===== config.mk =====
export PLATFORM = sky130hd
export DESIGN_NAME = lsu
export DESIGN_NICKNAME = d
export VERILOG_FILES = /design/src/rtl/lsu.sv
export SDC_FILE = /design/constraint.sdc
export NUM_CORES = 1
export LEC_CHECK = 0
export ABC_AREA = 1
export BUFFER_PORTS_ARGS = -buffer_cell sky130_fd_sc_hd__buf_2
export CORE_MARGIN = 4
export CORE_UTILIZATION = 45
export CTS_CLUSTER_SIZE = 25
export DETAILED_ROUTE_END_ITERATION = 16
export PLACE_DENSITY = 0.69
export SYNTH_ARGS = -nofsm -noshare
export SYNTH_HDL_FRONTEND = slang
export SYNTH_SLANG_ARGS = --single-unit
export TNS_END_PERCENT = 20

===== constraint.sdc =====
create_clock -name clk -period 3.3 [get_ports clk]
set_input_delay 0.33 -clock clk [delete_from_list [all_inputs] [get_ports clk]]
set_output_delay 0.33 -clock clk [all_outputs]
set_load 0.05 [all_outputs]

===== src/rtl/lsu.sv =====
// Load/store unit: initiator on the byte-addressed data-memory port, with a
// one-entry store buffer and a two-state load sequencer.
module lsu #(
    parameter int unsigned DM_BYTES = 1024
) (
    input  logic        clk,
    input  logic        rstn,
    input  logic        req_valid,
    output logic        req_ready,
    input  logic        req_we,
    input  logic [2:0]  req_ctrl,
    input  logic [31:0] req_addr,
    input  logic [31:0] req_wdata,
    input  logic [4:0]  req_rd,
    output logic        rsp_valid,
    output logic [31:0] rsp_rdata,
    output logic [4:0]  rsp_rd,
    output logic        rsp_err,
    output logic        DMWr,
    output logic [31:0] addr,
    output logic [31:0] din,
    output logic [2:0]  dm_ctrl,
    input  logic [31:0] dout,
    output logic        busy
);

    localparam logic [2:0] CTRL_W  = 3'd0;
    localparam logic [2:0] CTRL_H  = 3'd1;
    localparam logic [2:0] CTRL_HU = 3'd2;
    localparam logic [2:0] CTRL_B  = 3'd3;
    localparam logic [2:0] CTRL_BU = 3'd4;
    localparam logic [31:0] DM_LIMIT = 32'(DM_BYTES);

    typedef enum logic [0:0] {
        ST_IDLE = 1'b0,
        ST_LOAD = 1'b1
    } state_t;

    function automatic logic [2:0] access_size(input logic [2:0] ctrl);
        case (ctrl)
            CTRL_W:          access_size = 3'd4;
            CTRL_H, CTRL_HU: access_size = 3'd2;
            default:         access_size = 3'd1;
        endcase
    endfunction

    function automatic logic code_legal(input logic we, input logic [2:0] ctrl);
        if (we) begin
            code_legal = (ctrl == CTRL_W) || (ctrl == CTRL_H) || (ctrl == CTRL_B);
        end else begin
            code_legal = (ctrl <= CTRL_BU);
        end
    endfunction

    function automatic logic ranges_overlap(input logic [31:0] a, input logic [2:0] a_sz,
                                            input logic [31:0] b, input logic [2:0] b_sz);
        logic [32:0] a_end;
        logic [32:0] b_end;
        a_end = {1'b0, a} + {30'd0, a_sz};
        b_end = {1'b0, b} + {30'd0, b_sz};
        ranges_overlap = ({1'b0, a} < b_end) && ({1'b0, b} < a_end);
    endfunction

    function automatic logic [31:0] load_extend(input logic [2:0] ctrl, input logic [31:0] data);
        case (ctrl)
            CTRL_B:  load_extend = {{24{data[7]}}, data[7:0]};
            CTRL_BU: load_extend = {24'd0, data[7:0]};
            CTRL_H:  load_extend = {{16{data[15]}}, data[15:0]};
            CTRL_HU: load_extend = {16'd0, data[15:0]};
            default: load_extend = data;
        endcase
    endfunction

    state_t      state_r;
    state_t      state_nxt_s;

    logic        sb_valid_r;
    logic [31:0] sb_addr_r;
    logic [31:0] sb_data_r;
    logic [2:0]  sb_ctrl_r;

    logic [31:0] ld_addr_r;
    logic [2:0]  ld_ctrl_r;
    logic [4:0]  ld_rd_r;
    logic        ld_err_r;

    logic        rsp_valid_r;
    logic [31:0] rsp_rdata_r;
    logic [4:0]  rsp_rd_r;
    logic        rsp_err_r;

    logic        misalign_s;
    logic        req_err_s;
    logic        overlap_s;
    logic        ready_s;
    logic        ld_accept_s;
    logic        st_accept_s;

    logic        dm_we_s;
    logic [31:0] dm_addr_s;
    logic [31:0] dm_din_s;
    logic [2:0]  dm_ctrl_s;

    // Request decode: error classification, store-buffer hazard and handshake.
    always_comb begin
        misalign_s  = 1'b0;
        req_err_s   = 1'b0;
        overlap_s   = 1'b0;
        ready_s     = 1'b0;
        ld_accept_s = 1'b0;
        st_accept_s = 1'b0;
        case (req_ctrl)
            CTRL_W:          misalign_s = (req_addr[1:0] != 2'b00);
            CTRL_H, CTRL_HU: misalign_s = req_addr[0];
            default:         misalign_s = 1'b0;
        endcase
        req_err_s = !code_legal(req_we, req_ctrl) || misalign_s || (req_addr >= DM_LIMIT);
        overlap_s = sb_valid_r &&
                    ranges_overlap(sb_addr_r, access_size(sb_ctrl_r), req_addr, access_size(req_ctrl));
        // A load that would read bytes still sitting in the buffer waits for the drain.
        ready_s     = (state_r == ST_IDLE) && !(!req_we && overlap_s);
        ld_accept_s = req_valid && ready_s && !req_we;
        st_accept_s = req_valid && ready_s && req_we;
    end

    // Next-state logic for the load sequencer.
    always_comb begin
        state_nxt_s = state_r;
        case (state_r)
            ST_IDLE: begin
                if (ld_accept_s) begin
                    state_nxt_s = ST_LOAD;
                end else begin
                    state_nxt_s = ST_IDLE;
                end
            end
            ST_LOAD: state_nxt_s = ST_IDLE;
            default: state_nxt_s = ST_IDLE;
        endcase
    end

    // State register.
    always_ff @(posedge clk or negedge rstn) begin
        if (!rstn) begin
            state_r <= ST_IDLE;
        end else begin
            state_r <= state_nxt_s;
        end
    end

    // Captured load request, replayed on the port during LOAD.
    always_ff @(posedge clk or negedge rstn) begin
        if (!rstn) begin
            ld_addr_r <= 32'd0;
            ld_ctrl_r <= 3'd0;
            ld_rd_r   <= 5'd0;
            ld_err_r  <= 1'b0;
        end else if (ld_accept_s) begin
            ld_addr_r <= req_addr;
            ld_ctrl_r <= req_ctrl;
            ld_rd_r   <= req_rd;
            ld_err_r  <= req_err_s;
        end else begin
            ld_addr_r <= ld_addr_r;
            ld_ctrl_r <= ld_ctrl_r;
            ld_rd_r   <= ld_rd_r;
            ld_err_r  <= ld_err_r;
        end
    end

    // Store buffer: a new store replaces the entry draining in the same cycle.
    always_ff @(posedge clk or negedge rstn) begin
        if (!rstn) begin
            sb_valid_r <= 1'b0;
            sb_addr_r  <= 32'd0;
            sb_data_r  <= 32'd0;
            sb_ctrl_r  <= 3'd0;
        end else if (st_accept_s && !req_err_s) begin
            sb_valid_r <= 1'b1;
            sb_addr_r  <= req_addr;
            sb_data_r  <= req_wdata;
            sb_ctrl_r  <= req_ctrl;
        end else if ((state_r == ST_IDLE) && sb_valid_r) begin
            sb_valid_r <= 1'b0;
        end else begin
            sb_valid_r <= sb_valid_r;
        end
    end

    // Response register; load and store-error sources are mutually exclusive by construction.
    always_ff @(posedge clk or negedge rstn) begin
        if (!rstn) begin
            rsp_valid_r <= 1'b0;
            rsp_rdata_r <= 32'd0;
            rsp_rd_r    <= 5'd0;
            rsp_err_r   <= 1'b0;
        end else if (state_r == ST_LOAD) begin
            rsp_valid_r <= 1'b1;
            rsp_rdata_r <= ld_err_r ? 32'd0 : load_extend(ld_ctrl_r, dout);
            rsp_rd_r    <= ld_rd_r;
            rsp_err_r   <= ld_err_r;
        end else if (st_accept_s && req_err_s) begin
            rsp_valid_r <= 1'b1;
            rsp_rdata_r <= 32'd0;
            rsp_rd_r    <= req_rd;
            rsp_err_r   <= 1'b1;
        end else begin
            rsp_valid_r <= 1'b0;
            rsp_rdata_r <= 32'd0;
            rsp_rd_r    <= 5'd0;
            rsp_err_r   <= 1'b0;
        end
    end

    // Memory-port arbitration: LOAD owns the port, otherwise a pending store drains.
    always_comb begin
        dm_we_s   = 1'b0;
        dm_addr_s = 32'd0;
        dm_din_s  = 32'd0;
        dm_ctrl_s = 3'd0;
        if (state_r == ST_LOAD) begin
            if (!ld_err_r) begin
                dm_addr_s = ld_addr_r;
                dm_ctrl_s = ld_ctrl_r;
            end else begin
                dm_addr_s = 32'd0;
            end
        end else if (sb_valid_r) begin
            dm_we_s   = 1'b1;
            dm_addr_s = sb_addr_r;
            dm_din_s  = sb_data_r;
            dm_ctrl_s = sb_ctrl_r;
        end else begin
            dm_we_s = 1'b0;
        end
    end

    assign req_ready = ready_s;
    assign rsp_valid = rsp_valid_r;
    assign rsp_rdata = rsp_rdata_r;
    assign rsp_rd    = rsp_rd_r;
    assign rsp_err   = rsp_err_r;
    assign DMWr      = dm_we_s;
    assign addr      = dm_addr_s;
    assign din       = dm_din_s;
    assign dm_ctrl   = dm_ctrl_s;
    assign busy      = sb_valid_r || (state_r != ST_IDLE);

endmodule


== After elaboration in Yosys (flattened, before gate mapping) ==
Cells that the tools add are included.

* $add $sub $neg: 2
* Magnitude comparators: 4
* Equality and inequality tests: 9
* Mux-type cells: 26
* Bitwise gates (word level): 1
* Reductions and logical operators: 25

{| class="wikitable"
|+ Operators by type and width
! kind !! count
|-
| 32-bit two-way mux || 7
|-
| 32-bit one-hot mux with 4 select lines || 1
|-
| 32-bit by 3-bit adder with 33-bit output || 2
|-
| 32-bit by 33-bit less-than comparator with 1-bit output || 2
|-
| 32-bit by 11-bit >= comparator with 1-bit output (second input constant) || 1
|-
| 3-bit by 2-bit equality test with 1-bit output (second input constant) || 5
|-
| 3-bit one-hot mux with 2 select lines || 2
|-
| 1-bit logical AND || 10
|-
| 5-bit two-way mux || 2
|-
| 3-bit by 1-bit equality test with 1-bit output (second input constant) || 3
|-
| 1-bit two-way mux || 9
|-
| 3-bit two-way mux || 3
|-
| 3-bit zero test || 2
|-
| 1-bit logical OR || 5
|-
| 1-bit zero test || 4
|-
| 1-bit one-hot mux with 2 select lines || 2
|-
| 2-bit nonzero test || 2
|-
| 2-bit OR reduction || 2
|-
| 3-bit equality test (second input constant) || 1
|-
| 3-bit <= comparator (second input constant) || 1
|-
| 1-bit NOT || 1
|}

* Register bits: 149
* Input bits: 108
* Output and inout port bits: 109
* Word-level logic and storage cells: 80

== Logic depth before layout (Yosys ltp) ==
Gate-level depths: netlist of the first run.

* Depth after elaboration: 15
* Depth in mapped cells: 29
* Gate-level depth less buffers: 28

== Least setup slack after synthesis of the first run ==
No wires, ideal clock.

* Kind: flip-flop to output port
* Start: reg sb_ctrl_r[1]
* End: out req_ready
* Arrival time: 3311 ps
* Required time: 2970 ps
* Setup slack: -341 ps
* Stages on the path, launching flop included: 25
* Buffers on the path: 0
* Cell sequence: dfrtp_1 inv_1 nand2_1 a21oi_1 nor2_1 ha_1 fa_1 nand2_2 a21oi_4 nand3_1 nor2_1 nand4_1 inv_1 nand3_1 nor3_1 xor2_1 ha_1 a21oi_1 o21ai_0 nand3_1 nand2_1 nor2_2 nand3_2 nand2_1 inv_1

* Cells in the longest elaborated chain, start to end: 10
* Elaborated cells between the ends (all ways): 12
* Classes of those cells: add/sub: 1; order compare: 1; eq/ne: 2; mux: 1; reduce/logical: 7

{| class="wikitable"
|+ Ends and longest elaborated chain
! item !! RTL line !! RTL
|-
| start, declared || 80 || <nowiki>logic [2:0] sb_ctrl_r;</nowiki>
|-
| start signal, assigned || 182 || <nowiki>sb_ctrl_r <= req_ctrl;</nowiki>
|-
| 3-bit by 1-bit equality test with 1-bit output or 3-bit by 2-bit equality test with 1-bit output (tied branches) || 40 || <nowiki>case (ctrl)</nowiki>
|-
| 2-bit OR reduction || 40 ||
|-
| 3-bit one-hot mux with 2 select lines * || 40 ||
|-
| 32-bit by 3-bit adder with 33-bit output * || 59 || <nowiki>a_end = {1'b0, a} + {30'd0, a_sz};</nowiki>
|-
| 32-bit by 33-bit less-than comparator with 1-bit output * || 61 || <nowiki>ranges_overlap = ({1'b0, a} < b_end) && ({1'b0, b} < a_end);</nowiki>
|-
| 1-bit logical AND * || 61 ||
|-
| 1-bit logical AND * || 118 || <nowiki>overlap_s = sb_valid_r &&</nowiki>
|-
| 1-bit logical AND * || 121 || <nowiki>ready_s = (state_r == ST_IDLE) && !(!req_we && overlap_s);</nowiki>
|-
| 1-bit zero test * || 121 ||
|-
| 1-bit logical AND * || 121 ||
|-
| end, declared || 9 || <nowiki>output logic req_ready,</nowiki>
|}

Mark *: on every way between the ends. The rest lies on a longest branch, timed or not.

== Final worst setup path of the first run ==
* Start: reg sb_ctrl_r[0]
* End: out req_ready

The elaborated chain is that of the path after synthesis.

==> results of run 1 <==
metrics by stage:
stage	util [%]	instances	setup TNS, ns	instance area [µm²]
floorplan	-	1192	-3.25	9230
global placement	56.1	1749	-27.68	11300
detailed placement	56.1	1749	-28.30	11300
CTS	60.2	1793	-35.90	12100
global route	60.8	1803	-48.54	12300
finish	60.8	1803	-36.74	12300
flip-flops by register name (all words and copies together), names as in the netlist:
register and flops:
sb_addr_r 32, rsp_rd 5, ld_addr_r 32, ld_err_r 1, sb_ctrl_r 3, rsp_rdata 32, state_r 1, ld_ctrl_r 3
rsp_valid 1, rsp_err 1, sb_valid_r 1, ld_rd_r 5, sb_data_r 32
cell type report:
class	count	area, µm²	share of cell area [%]
sequential	149	3730	30.4
multi-input combinational	861	4780	39.0
inverter	147	556	4.53
clock inverter	15	178	1.45
timing repair buffer	344	2260	18.4
tap	270	338	2.76
clock buffer	17	425	3.47
worst reg2reg max path, delay by kind of cell, from the launching register on:
kind	cells	cell delay [ns]
fa+ha+maj	3	0.71
xor+xnor	1	0.19
simple gates	15	1.53
buf+inv	7	0.86
compound gates	4	0.44
flops	1	0.40
logic make-up after synthesis:
logic type / after synthesis / synth area share [%]
and+or+nand+nor: 581 / 27.1
buffers and inverters: 182 / 8.34
AOI/OAI and AO/OA: 159 / 9.50
DFF: 149 / 40.5
adders and majority gates: 70 / 9.68
xor gates and xnor gates: 51 / 4.85
power by group:
group          internal (W)  switching, W  total (W)
registers           0.00193     0.0000543    0.00198
logic              0.000279      0.000523   0.000802
clock network       0.00102      0.000943    0.00197
placed cells by master (no fill, tap or decap), types with 32 or more instances in the layout:
| cell type | count |
|---|---|
| nand2_1 | 359 |
| buf_4 | 110 |
| dfrtp_1 | 149 |
| o21ai_0 | 74 |
| inv_1 | 138 |
| a21oi_1 | 53 |
| nor2_1 | 109 |
| xor2_1 | 40 |
| buf_2 | 214 |
| nand3_1 | 32 |
| ha_1 | 67 |
final timing paths:
path                                     from             to
worst max-delay path             sb_ctrl_r[0]      req_ready
worst min-delay path                  dout[3]   rsp_rdata[3]
worst max register to register   sb_ctrl_r[0]   ld_ctrl_r[1]
worst min register to register  ld_addr_r[23]  ld_addr_r[23]
max in group asynchronous                rstn  rsp_rdata[17]
min in group asynchronous                rstn   sb_data_r[3]
synth_stat cells (all sizes together):
master / count
o22ai: 2
a31oi: 1
o21ai: 82
nor4: 6
clkinv: 1
and3: 1
inv: 146
buf: 18
nand2: 369
nand4: 14
a32o: 6
dfrtp: 149
fa: 2
xor2: 40
nand3b: 1
xnor2: 11
a21oi: 57
a22o: 5
a211oi: 1
a21o: 2
o21bai: 3
nor2: 123
ha: 68
nor3b: 3
clkbuf: 17
nor3: 22
nand3: 42
per-layer routing:
| layer | part of all wire, % | GRT usage (%) | wire length [µm] | vias up |
|---|---|---|---|---|
| met3 | 7.2 | 4.16 | 2070 | 55 |
| met5 | 0 | 0 | 0 | - |
| li1 | - | - | - | 4459 |
| met1 | 41 | 30.5 | 11800 | 4156 |
| met2 | 49 | 43.4 | 14100 | 329 |
| met4 | 2.9 | 8.20 | 820 | 0 |
timing repair:
item,4_1_cts,5_1_grt
endpoints found under the setup margin,43,43
gates cloned,3,2
pin swaps,9,5
buffers inserted,8,8
hold buffers,1,0
resized for setup,19,9
hold endpoints to repair,54,0
==> flow_summary.json, run 1 <==
{
  "status": "finished with violations",
  "violations": "setup timing",
  "worst_slack_ns": -1.01,
  "period_share_pct": 130,
  "reg2regPathDepth": 30,
  "placementRows": 52,
  "cts_tree": "yes",
  "crit_fanout": 3,
  "cp.depth": 25,
  "synth_nets": 1370,
  "io_buffer_count": 216,
  "dr.pass1.iters": 5,
  "critPathArrivalTime_ns": 3.98,
  "core-area_mm2": 0.0202,
  "hp-class": "in -> reg",
  "synth_seq_area_share_pct": 40.5,
  "cts_root_buf": "clkbuf_16",
  "p_per_area_mw_per_mm2": 387,
  "whs_path_depth": 3,
  "htree_levels": 4,
  "hold_slack_ns": 0.105,
  "grt_max_degree": 85,
  "dieWidth_um": 151,
  "crit_slowest_cell": "dfrtp_1",
  "route.detailed.drc": 0,
  "grt_pass1_vias": 8546,
  "yosysTopAreaCell": "dfrtp_1",
  "max-slew-margin-rel_pct": 30.8,
  "io_pins": 217,
  "worstPathRequired_ns": 2.97,
  "finalPower_w": 0.00475,
  "numCtsBuffers": 17,
  "die_h_um": 151,
  "setup-violations-final": 43,
  "layout-drive-gt1-share_pct": 28.1,
  "start_util_pct": 45.6,
  "post-place-ws_ns": -0.733,
  "via_count": 8999,
  "nNetsFinal": 1698,
  "slew_viol_final": 0,
  "hold_violations": 0,
  "mappedNetlistArea_mm2": 0.00921,
  "cp_slowest_stage_delay_ns": 0.40,
  "detail-route-antenna-nets": 0,
  "insertion_delay_ns": 0.43,
  "num_antenna_cells": 0,
  "cp_top_family": "simple AND/OR/NAND/NOR gates",
  "r2r_slack_ns": -0.89,
  "place_congestion": 0.985,
  "cpMostUsedCell": "nand3_2",
  "vias_per_cell": 4.99,
  "period_minus_slack_ns": 4.31,
  "antenna_found_initial": 0,
  "fmax_mhz": 232,
  "yosysWarnings": 0,
  "ys_top_cells_by_area": "dfrtp_1 (41%), nand2_1 (15%), ha_1 (9.2%), inv_1 (5.8%), nor2_1 (4.6%)",
  "die-area_mm2": 0.0228,
  "fin_worst_skew_ns": 0.0122,
  "endpoint_kind": "output port",
  "worstMarginPinSlew_ns": 1.03,
  "yosysUniqueCellTypes": 40,
  "grt_pass1_wl_um": 43600,
  "vdd_drop_max_v": 0.000347,
  "path_buf_inv": 4,
  "clkTransAtPathRegs_ns": 0.07,
  "drt_wl_total_um": 28800,
  "wire_per_inst_um": 16.0,
  "cts_sinks": 149,
  "grt_use_total_pct": 24.6,
  "hpwl_um": 21300,
  "clk_path_buf_depth": 2,
  "n_fill_cell": 1832,
  "grt-ovfl-total": 0,
  "drt_iter0_drc": 446,
  "avgSynthCellArea_um2": 7.72,
  "ys_seq_elements": 149,
  "worst-setup-path-type": "reg -> out",
  "max-cap-violations": 0,
  "syn_to_final_growth_pct": 33.2,
  "yosys.area.top_type_share_pct": 40.5,
  "rsz0062_at_grt": "true",
  "cp-start-kind": "register",
  "syn-instance-count": 1192,
  "leakage_nw": 6.83
}
Note: power is estimated with default switching activity, not from simulation.
==> run 2: changes to the inputs <==
--- a/config.mk
+++ b/config.mk
@@ -11,7 +11,7 @@
 export CORE_UTILIZATION = 45
 export CTS_CLUSTER_SIZE = 25
 export DETAILED_ROUTE_END_ITERATION = 16
-export PLACE_DENSITY = 0.69
+export PLACE_DENSITY = 0.67
 export SYNTH_ARGS = -nofsm -noshare
 export SYNTH_HDL_FRONTEND = slang
 export SYNTH_SLANG_ARGS = --single-unit
==> constraint.sdc (replaced) <==
create_clock -name clk -period 5.5 [get_ports clk]
set_input_delay 0.55 -clock clk [delete_from_list [all_inputs] [get_ports clk]]
set_output_delay 0.55 -clock clk [all_outputs]
set_load 0.05 [all_outputs]
==> flow_summary.json, run 2 (synthesized netlist as in run 1, its figures left out) <==
{
  "status": "finished, final reports clean",
  "switching_share_pct": 31.4,
  "hold_violations": 0,
  "core-area_mm2": 0.0202,
  "place_congestion": 0.943,
  "grt_use_total_pct": 22.8,
  "grt-ovfl-total": 0,
  "vias_per_cell": 4.95,
  "htree_levels": 4,
  "grt_pass1_wl_um": 41000,
  "placementRows": 52,
  "cp_slowest_stage_delay_ns": 0.40,
  "grt_pass1_vias": 8103,
  "place_inst": 1649,
  "nNetsFinal": 1576,
  "layout-drive-gt1-share_pct": 20.6,
  "critPathArrivalTime_ns": 4.35,
  "detail-route-antenna-nets": 0,
  "route.detailed.drc": 0,
  "combPwrFrac_pct": 15.3,
  "leakage_nw": 6.15,
  "cp-start-kind": "register",
  "cp_top_family": "simple AND/OR/NAND/NOR gates",
  "period_minus_slack_ns": 4.90,
  "die_h_um": 151,
  "max-slew-margin-rel_pct": 28.4,
  "cts_sinks": 149,
  "start_util_pct": 45.6,
  "cts_root_buf": "clkbuf_16",
  "slew_viol_final": 0,
  "dr.pass1.iters": 5,
  "hp-class": "in -> async",
  "syn_to_final_growth_pct": 20.0,
  "die-area_mm2": 0.0228,
  "clock_power_share_pct": 41.5,
  "pwr-share-seq_pct": 43.1,
  "cts.repair.resized": 0,
  "max-cap-violations": 0,
  "worstPathRequired_ns": 4.95,
  "clkTransAtPathRegs_ns": 0.07,
  "final_cells": 1681,
  "cts_setup_buffers": 0,
  "endpoint_kind": "output port",
  "insertion_delay_ns": 0.43,
  "numCtsBuffers": 17,
  "hpwl_um": 19600,
  "setup_tns_ns": 0,
  "worst-setup-path-type": "reg -> out",
  "crit_fanout": 4,
  "num_antenna_cells": 0,
  "n_fill_cell": 1935,
  "wire_per_inst_um": 15.4,
  "drt_iter0_drc": 425,
  "final_common_cell": "nand2_1",
  "power_switching_w": 0.000864,
  "p_int_w": 0.00189,
  "cts_hold_buf": 0,
  "clk_path_buf_depth": 2,
  "grt_max_degree": 108,
  "io_pins": 217,
  "finalPower_w": 0.00276,
  "antenna_found_initial": 0,
  "via_count": 8324,
  "worstMarginPinSlew_ns": 1.07,
  "dieWidth_um": 151,
  "fmax_mhz": 204,
  "cts_tree": "yes",
  "post-place-ws_ns": 0.777,
  "crit_slowest_cell": "dfrtp_1",
  "p_per_area_mw_per_mm2": 249,
  "final_cell_mix": "nand2_1 (363), buf_2 (215), dfrtp_1 (149)",
  "path_buf_inv": 4,
  "drt_wl_total_um": 25900,
  "io_buffer_count": 216,
  "path_cells": "inv_1, nand2_1, a21oi_1, fa_1, nand2_2, a21oi_4, nand3_1, nor2_1, nand4_1, inv_1, nand3_1, nor3_1, xor2_1, ha_1, a21oi_1, o21ai_0, nand3_1, nand2_1, nor2_2, nand3_2, nand2_1, inv_1, buf_2",
  "place_area_mm2": 0.0105,
  "rsz0062_at_grt": "false",
  "vdd_drop_max_v": 0.000196,
  "fin_area_mm2": 0.0110,
  "setup-violations-final": 0,
  "period_share_pct": 89.1,
  "fin_worst_skew_ns": 0.0121,
  "worst_slack_ns": 0.597
}
run 2: power by group through the flow:
stage	logic (W)	registers (W)	clock network (W)
after global placement	0.000415	0.00121	0
final	0.000423	0.00119	0.00114
after CTS	0.000426	0.00119	0.00117
after detailed placement	0.000425	0.00121	0
after floorplan	0.000225	0.00125	0
after global routing	0.000476	0.00119	0.00122
run 2: worst register-to-register path, stage by stage, from the launching register on:
cell	delay, ns
dfrtp_1	0.40
inv_1	0.09
nand2_1	0.05
a21oi_1	0.34
fa_1	0.30
nand2_2	0.09
a21oi_4	0.21
nand3_1	0.14
nor2_1	0.13
nand4_1	0.17
inv_1	0.18
nand3_1	0.13
nor3_1	0.30
xor2_1	0.12
ha_1	0.31
a21oi_1	0.06
o21ai_0	0.16
nand3_1	0.10
nand2_1	0.08
nor2_2	0.04
nand3_2	0.11
nand4_4	0.56
nand2_1	0.26
nand2_1	0.07
run 2: path summary, 6_finish.rpt:
path,startpoint,end,slack (ns),cells past startpoint
max in group asynchronous,rstn,sb_data_r[20],4.11,2
worst max-delay path,sb_ctrl_r[1],req_ready,0.60,23
worst min register to register,ld_rd_r[1],rsp_rd[1],0.47,2
worst max register to register,sb_ctrl_r[1],ld_addr_r[20],0.99,23
worst min-delay path,rstn,ld_addr_r[25],0.25,1
min in group clk,dout[6],rsp_rdata[6],0.32,3
run 2: per-layer routing:
| layer | vias to the layer above | global-route usage, % | part of all wire, % |
|---|---|---|---|
| li1 | 4199 | - | - |
| met4 | 0 | 6.94 | 2.2 |
| met3 | 46 | 4.58 | 6.3 |
| met2 | 267 | 38.5 | 47 |
| met1 | 3812 | 29.5 | 44 |
| met5 | - | 0 | 0 |
run 2: metrics by stage:
step	hold WS, ns	util [%]
2_1_floorplan	0.254	-
3_3_place_gp	0.462	51.9
3_5_place_dp	0.465	51.9
4_1_cts	0.281	54.8
5_1_grt	0.311	54.8
6_report	0.247	54.8
run 2: cell type report:
type | instances | area (µm²) | share of cell area, %
multi-input cells | 861 | 4710 | 42.7
flip-flops and latches | 149 | 3730 | 33.7
repair buffers | 222 | 1130 | 10.2
inverters | 147 | 552 | 4.99
clock buffers | 17 | 425 | 3.85
well taps | 270 | 338 | 3.06
clock inverters | 15 | 160 | 1.45
==> run 3: changes to the inputs <==
==> constraint.sdc (replaced) <==
create_clock -name clk -period 6.05 [get_ports clk]
set_input_delay 0.605 -clock clk [delete_from_list [all_inputs] [get_ports clk]]
set_output_delay 0.605 -clock clk [all_outputs]
set_load 0.05 [all_outputs]
==> flow_summary.json, run 3 (synthesized netlist as in run 1, its figures left out) <==
{
  "vdd_drop_max_v": 0.000183,
  "hold_violations": 0,
  "nNetsFinal": 1575,
  "drt_wl_total_um": 26100,
  "dr.pass1.iters": 5,
  "cts_tree": "yes",
  "grt_pass1_wl_um": 40900,
  "insertion_delay_ns": 0.43,
  "io_buffer_count": 216,
  "numCtsBuffers": 17,
  "dieWidth_um": 151,
  "max-cap-violations": 0,
  "cts_root_buf": "clkbuf_16",
  "wire_per_inst_um": 15.5,
  "place_area_mm2": 0.0105,
  "die-area_mm2": 0.0228,
  "antenna_found_initial": 0,
  "io_pins": 217,
  "route.detailed.drc": 0,
  "worst_slack_ns": 1.07,
  "max-slew-margin-rel_pct": 31.7,
  "reg2regPathDepth": 25,
  "period_minus_slack_ns": 4.98,
  "grt_use_total_pct": 22.7,
  "layout-drive-gt1-share_pct": 20.5,
  "final_common_cell": "nand2_1",
  "crit_fanout": 4,
  "clkTransAtPathRegs_ns": 0.07,
  "cts_setup_buffers": 0,
  "leakage_nw": 6.17,
  "hpwl_um": 19700,
  "critPathArrivalTime_ns": 4.38,
  "fin_area_mm2": 0.0111,
  "worst-setup-path-type": "reg -> out",
  "die_h_um": 151,
  "syn_to_final_growth_pct": 20.4,
  "status": "finished, final reports clean",
  "fmax_mhz": 201,
  "cts.repair.resized": 0,
  "num_antenna_cells": 0,
  "drt_iter0_drc": 417,
  "detail-route-antenna-nets": 0,
  "p_per_area_mw_per_mm2": 233,
  "cp-start-kind": "register",
  "grt-ovfl-total": 0,
  "fin_worst_skew_ns": 0.0126,
  "via_count": 8420,
  "post-place-ws_ns": 1.16,
  "slew_viol_final": 0,
  "core-area_mm2": 0.0202,
  "grt_pass1_vias": 8047,
  "htree_levels": 4,
  "clk_path_buf_depth": 2,
  "vias_per_cell": 5.01,
  "final_cell_mix": "nand2_1 (363), buf_2 (215), dfrtp_1 (149)",
  "worstMarginPinSlew_ns": 1.02,
  "period_share_pct": 82.3,
  "cts_hold_buf": 0,
  "endpoint_kind": "output port",
  "hp-class": "in -> async",
  "worstPathRequired_ns": 5.44,
  "cts_sinks": 149,
  "setup_tns_ns": 0,
  "post-route-util_pct": 55.0,
  "place_congestion": 0.919,
  "grt_max_degree": 111,
  "placementRows": 52,
  "rsz0062_at_grt": "false",
  "start_util_pct": 45.6,
  "setup-violations-final": 0
}
## run 3: changes by cell type in the layout (fill, tap and decap cells not counted)
cell / delta
clkinvlp_4: -2
buf_4: -1
bufinv_16: +1
clkinv_2: -1
clkinv_4: +1
clkinv_8: +1
inv_12: +1
inv_6: -1
## run 3: layout make-up
type	instances	area, µm²
clock buffer	17	425
sequential	149	3730
multi-input combinational	861	4710
fill	1990	9090
timing repair buffer	221	1120
inverter	147	552
clock inverter	15	203
tap	270	338
## run 3: stage by stage
stage	cells	power [W]	hold WS [ns]
detailed placement	1648	0.00148	0.466
CTS	1680	0.00261	0.352
floorplan	1192	0.00134	0.309
finish	1680	0.00258	0.332
global placement	1648	0.00148	0.462
global route	1680	0.00270	0.362
## run 3: layer usage
metal	routed length, µm	part of all wire [%]	track usage, %
met1	11800	45	30.6
met2	12200	47	37.5
met3	1710	6.5	4.16
met4	436	1.7	6.48
met5	0	0	0
## run 3: final timing paths
check / endpoint / slack, ns / start
worst max register to register: ld_addr_r[7] / 1.38 / sb_ctrl_r[1]
max in group asynchronous: sb_data_r[23] / 4.61 / rstn
worst min register to register: ld_addr_r[2] / 0.48 / ld_addr_r[2]
worst max-delay path: req_ready / 1.07 / sb_ctrl_r[1]
min in group clk: rsp_rdata[1] / 0.38 / dout[1]
worst min-delay path: ld_addr_r[22] / 0.33 / rstn
## run 3: power breakdown
group | internal [W] | switching, W | leakage, nW
Combinational | 0.000115 | 0.000269 | 4.08
Clock | 0.000603 | 0.000512 | 0.306
Sequential | 0.00105 | 0.0000288 | 1.78
## run 3: critical path, cell delays in order (launching register included)
cell and delay [ns]:
dfrtp_1 0.39, inv_1 0.11, nand2_1 0.06, a21oi_1 0.34, nor2_1 0.08, ha_1 0.22, fa_1 0.42, nand2_2 0.11
a21oi_4 0.07, nand3_1 0.11, nor2_1 0.05, nand4_1 0.15, inv_1 0.12, nand3_1 0.17, xor2_1 0.18, ha_1 0.26
nand2_1 0.07, inv_1 0.03, o21ai_0 0.15, a21oi_1 0.09, nor2_1 0.09, nand2_1 0.10, nand2_1 0.09, nand3_2 0.13
nand2_1 0.10, inv_1 0.05, buf_2 0.21
